<file path="src/rtl/led_chaser_pkg.sv">
// rtl/led_chaser_pkg.sv - shared mode and direction encodings for the LED chaser
package led_chaser_pkg;

  localparam logic [1:0] MODE_RIGHT  = 2'd0;
  localparam logic [1:0] MODE_LEFT   = 2'd1;
  localparam logic [1:0] MODE_BOUNCE = 2'd2;
  localparam logic [1:0] MODE_FILL   = 2'd3;

  typedef enum logic {
    DIR_RIGHT = 1'b0,
    DIR_LEFT  = 1'b1
  } dir_t;

endpackage

</file>
<file path="src/rtl/led_tick_div.sv">
// rtl/led_tick_div.sv - enabled step prescaler, one step pulse every DIV enabled clocks
module led_tick_div #(
  parameter int DIV = 4
) (
  input  logic clk,
  input  logic reset,
  input  logic en,
  output logic step
);

  localparam int CW = (DIV > 1) ? $clog2(DIV) : 1;
  localparam logic [CW-1:0] LAST = CW'(DIV - 1);

  logic [CW-1:0] cnt;

  assign step = en && (cnt == LAST);

  always_ff @(posedge clk) begin
    if (reset) begin
      cnt <= '0;
    end else if (step) begin
      cnt <= '0;
    end else if (en) begin
      cnt <= cnt + 1'b1;
    end
  end

endmodule

</file>
<file path="src/rtl/led_chaser.sv">
// rtl/led_chaser.sv - parametrised LED pattern generator with right, left, bounce and fill modes
module led_chaser
  import led_chaser_pkg::*;
#(
  parameter int WIDTH = 8,
  parameter int DIV   = 4
) (
  input  logic             clk,
  input  logic             reset,
  input  logic             en,
  input  logic [1:0]       mode,
  output logic [WIDTH-1:0] led,
  output logic             wrap
);

  localparam logic [WIDTH-1:0] MSB_ONLY = {1'b1, {(WIDTH-1){1'b0}}};
  localparam logic [WIDTH-1:0] LSB_ONLY = {{(WIDTH-1){1'b0}}, 1'b1};

  logic             step;
  dir_t             dir;
  dir_t             dir_nxt;
  logic [WIDTH-1:0] led_nxt;
  logic [WIDTH-1:0] start_pat;
  logic             one_hot;

  led_tick_div #(.DIV(DIV)) u_div (
    .clk   (clk),
    .reset (reset),
    .en    (en),
    .step  (step)
  );

  assign one_hot = (led != '0) && ((led & (led - 1'b1)) == '0);

  always_comb begin
    led_nxt   = led;
    dir_nxt   = dir;
    start_pat = (mode == MODE_LEFT) ? LSB_ONLY : MSB_ONLY;
    case (mode)
      MODE_RIGHT: led_nxt = (led == '0) ? MSB_ONLY : (led >> 1);
      MODE_LEFT:  led_nxt = (led == '0) ? LSB_ONLY : (led << 1);
      MODE_BOUNCE: begin
        // Anything that is not a single dot restarts the pass from the MSB end.
        if (!one_hot) begin
          led_nxt = MSB_ONLY;
          dir_nxt = DIR_RIGHT;
        end else if (dir == DIR_RIGHT) begin
          if (led[0]) begin
            led_nxt = led << 1;
            dir_nxt = DIR_LEFT;
          end else begin
            led_nxt = led >> 1;
          end
        end else begin
          if (led[WIDTH-1]) begin
            led_nxt = led >> 1;
            dir_nxt = DIR_RIGHT;
          end else begin
            led_nxt = led << 1;
          end
        end
      end
      default: led_nxt = (led == '1) ? '0 : ((led >> 1) | MSB_ONLY);
    endcase
  end

  always_ff @(posedge clk) begin
    if (reset) begin
      led  <= MSB_ONLY;
      dir  <= DIR_RIGHT;
      wrap <= 1'b0;
    end else begin
      wrap <= 1'b0;
      if (step) begin
        led  <= led_nxt;
        dir  <= dir_nxt;
        wrap <= (led_nxt == start_pat);
      end
    end
  end

endmodule

</file>
<file path="config.mk">
export PLATFORM = sky130hd
export DESIGN_NAME = led_chaser
export DESIGN_NICKNAME = d
export VERILOG_FILES = /design/src/rtl/led_chaser_pkg.sv /design/src/rtl/led_tick_div.sv /design/src/rtl/led_chaser.sv
export SDC_FILE = /design/constraint.sdc
export NUM_CORES = 1
export LEC_CHECK = 0
export BUFFER_PORTS_ARGS = -buffer_cell sky130_fd_sc_hd__buf_2
export CAP_MARGIN = 10
export CELL_PAD_IN_SITES_DETAIL_PLACEMENT = 1
export CELL_PAD_IN_SITES_GLOBAL_PLACEMENT = 1
export CORE_MARGIN = 5
export CORE_UTILIZATION = 40
export CTS_CLUSTER_SIZE = 12
export DETAILED_ROUTE_END_ITERATION = 10
export PLACE_DENSITY_LB_ADDON = 0.1
export RECOVER_POWER = 100
export SLEW_MARGIN = 25
export SYNTH_ARGS = -nofsm -noshare
export SYNTH_HDL_FRONTEND = slang
export SYNTH_SLANG_ARGS = --single-unit
export TNS_END_PERCENT = 20
</file>
<file path="constraint.sdc">
create_clock -name clk -period 3 [get_ports clk]
set_input_delay 0.6 -clock clk [delete_from_list [all_inputs] [get_ports clk]]
set_output_delay 0.6 -clock clk [all_outputs]
set_load 0.1 [all_outputs]
</file>
==> flow_summary.ini <==
[clock_tree]
cts_max_level = 1
clk_latency_ns = 0.28
clk_pin_slew_ns = 0.08
cts_sinks = 12
cts_resized = 0
cts_setup_buffers = 0
cts_buffers = 3
root_buffer = clkbuf_4
holdBufCountCts = 0
clk_path_buf_depth = 2
tritoncts = yes

[synthesis]
syn_inst = 118
synthMuxAreaShare_pct = 2.30
synth_top_area_cell = dfxtp_1
synthXorXnorAreaFrac_pct = 0
synthAdderAreaFrac_pct = 1.35
synth-edff-count = 0
synth_nets = 124
synth_area_per_cell_sq_um = 7.84
ys_types = 45
async_flop_share_pct = 0
syn_area_sq_um = 925
yosys-top-cells-count = dfxtp_1, nor2_1, a21oi_1
ys_seq_area_share_pct = 26.0
ys.flop_type = dfxtp_1
synth_top_area_share_pct = 26.0
synth_top_family_by_area = compound AO/OA/AOI/OAI gates
synth.most_common_cell = dfxtp_1
yosys.area_share.simple_pct = 29.2
yosys-top-cells-area = dfxtp_1, a221oi_1, a21oi_1
yosysWarnings = 0
synth_seq_cells = 12
synth-compound-area-share_pct = 35.3

[floorplanning]
rows = 17
floorplan.initialDensity_pct = 41.8
die_x_um = 58.1
core_area_sq_um = 2210
pin_count = 14
die_height_um = 58.1
fp.dieArea_sq_um = 3370

[timing]
fin_skew_ns = 0.00349
worst_pin_slew_ns = 1.17
setup_viol = 0
hold_viol = 0
max_freq_ghz = 0.382
fin_ws_ns = 0.385
fin_tns_setup_ns = 0
layout_min_cycle_time_ns = 2.62
rsz0062_at_grt = no
slew_headroom_pct = 22.6
timing.final.crit_share_pct = 87.2
slew_viol_final = 0

[drt]
num_vias = 975
dr.pass1.iters = 6
viasPerCell = 6.29
drt_iter0_drc = 24
antenna_left = 0
drc = 0
wire_per_inst_um = 18.2
routed_wl_um = 2830

[place]
numPortBuffers = 13
dp_worst_setup_slack_ns = 0.615
place.gp.congestion = 0.874
hpwl_um = 2090
dpl_cell_area_sq_um = 990

[global_routing]
gr-total-overflow = 0
grt_pass1_wl_um = 4700
grt_pass1_vias = 984
grt_max_degree = 13
antenna_found_initial = 0
grtUsageTotal_pct = 17.9

[power]
p_leak_nw = 0.355
p_per_area_nw_per_um2 = 377
peakVddDrop_mv = 0.203

[final_layout]
area_delta_synth_final_pct = 6.90
fin_nets = 134
drive_gt1_share_pct = 11.8
nFillCells = 302
diodes = 0
fin_area_sq_um = 988
post-route-util_pct = 44.7

[critical_path]
arrival_ns = 2.02
rr_worst_depth = 6
crit_fanout = 10
required_ns = 2.40
startpoint_type = flop
reg2reg_slack_ns = 0.48
r2r-start = led[5]$_SDFFE_PP0P_
crit_type = reg -> out
endpoint_kind = output pin
r2r_end = wrap$_SDFF_PP0_

[hold_path]
hp-start = u_div.cnt[1]$_SDFFE_PP0P_
worstHoldPathType = reg -> reg
whs_path_depth = 2
hold_end = u_div.cnt[1]$_SDFFE_PP0P_

[run]
maxCapViolations = 0

[outcome]
outcome = finished clean
[how the worst max path moves through the flow]
stage	start	end	slack [ns]	cells after the start
floorplan	led[6]$_SDFFE_PP0P_	wrap$_SDFF_PP0_	0.24	7
global placement	led[5]$_SDFFE_PP0P_	wrap$_SDFF_PP0_	0.63	6
finish	led[0]$_SDFFE_PP0P_	led[0]	0.38	2
global route	led[1]$_SDFFE_PP0P_	wrap$_SDFF_PP0_	0.27	6
detailed placement	led[5]$_SDFFE_PP0P_	wrap$_SDFF_PP0_	0.61	6
CTS	led[5]$_SDFFE_PP0P_	wrap$_SDFF_PP0_	0.60	6
[kinds of logic (layout without fill, tap and decap cells)]
group           Yosys count  in the layout
fa+ha+maj                 1              1
flops                    12             12
compound gates           42             42
buf+inv                  12             21
mux                       2              2
simple gates             49             49
[through the flow]
step                instances  power (W)  hold WS, ns
CTS                       155   0.000377        0.488
global placement          151   0.000244        0.463
finish                    155   0.000373        0.484
global route              155   0.000389        0.531
floorplan                 118   0.000228        0.449
detailed placement        151   0.000245        0.475
[worst max-delay path: stages (launching register included)]
cell	delay (ns)
dfxtp_1	0.46
clkbuf_1	0.36
clkbuf_1	0.90
[where the power goes]
| part | switching (W) | internal [W] |
|---|---|---|
| sequential | 0.00000667 | 0.000163 |
| combinational | 0.0000462 | 0.0000223 |
| clock | 0.0000603 | 0.0000739 |
| total | 0.000113 | 0.000259 |
[flip-flops by register name (all words and copies together) (netlist names)]
register	cells
led	8
u_div.cnt	2
dir	1
wrap	1
[routing by layer]
| metal | routed length, um | GRT usage (%) |
|---|---|---|
| met1 | 1280 | 24.2 |
| met2 | 1340 | 29.0 |
| met3 | 194 | 3.56 |
| met4 | 8 | 4.30 |
| met5 | 0 | 0 |
[final cells by class]
class	count	area (sq um)	share of cell area, %
clock buffers	4	36.3	3.67
inverters	3	11.3	1.14
multi-input cells	94	608	61.5
flip-flops and latches	12	240	24.3
well taps	28	35.0	3.54
repair buffers	14	57.6	5.82
[cells in the final DEF (no fill, tap or decap), types with 3 or more instances in the layout]
cell and instances:
a21oi_1 9, a221oi_1 6, buf_2 4, clkbuf_1 10, clkbuf_4 3, dfxtp_1 12, inv_1 3, nand2_1 8
nand2b_1 4, nand3_1 6, nand4_1 5, nor2_1 10, nor3_1 4, o21ai_0 7
Power figures use the tool's default switching activity.
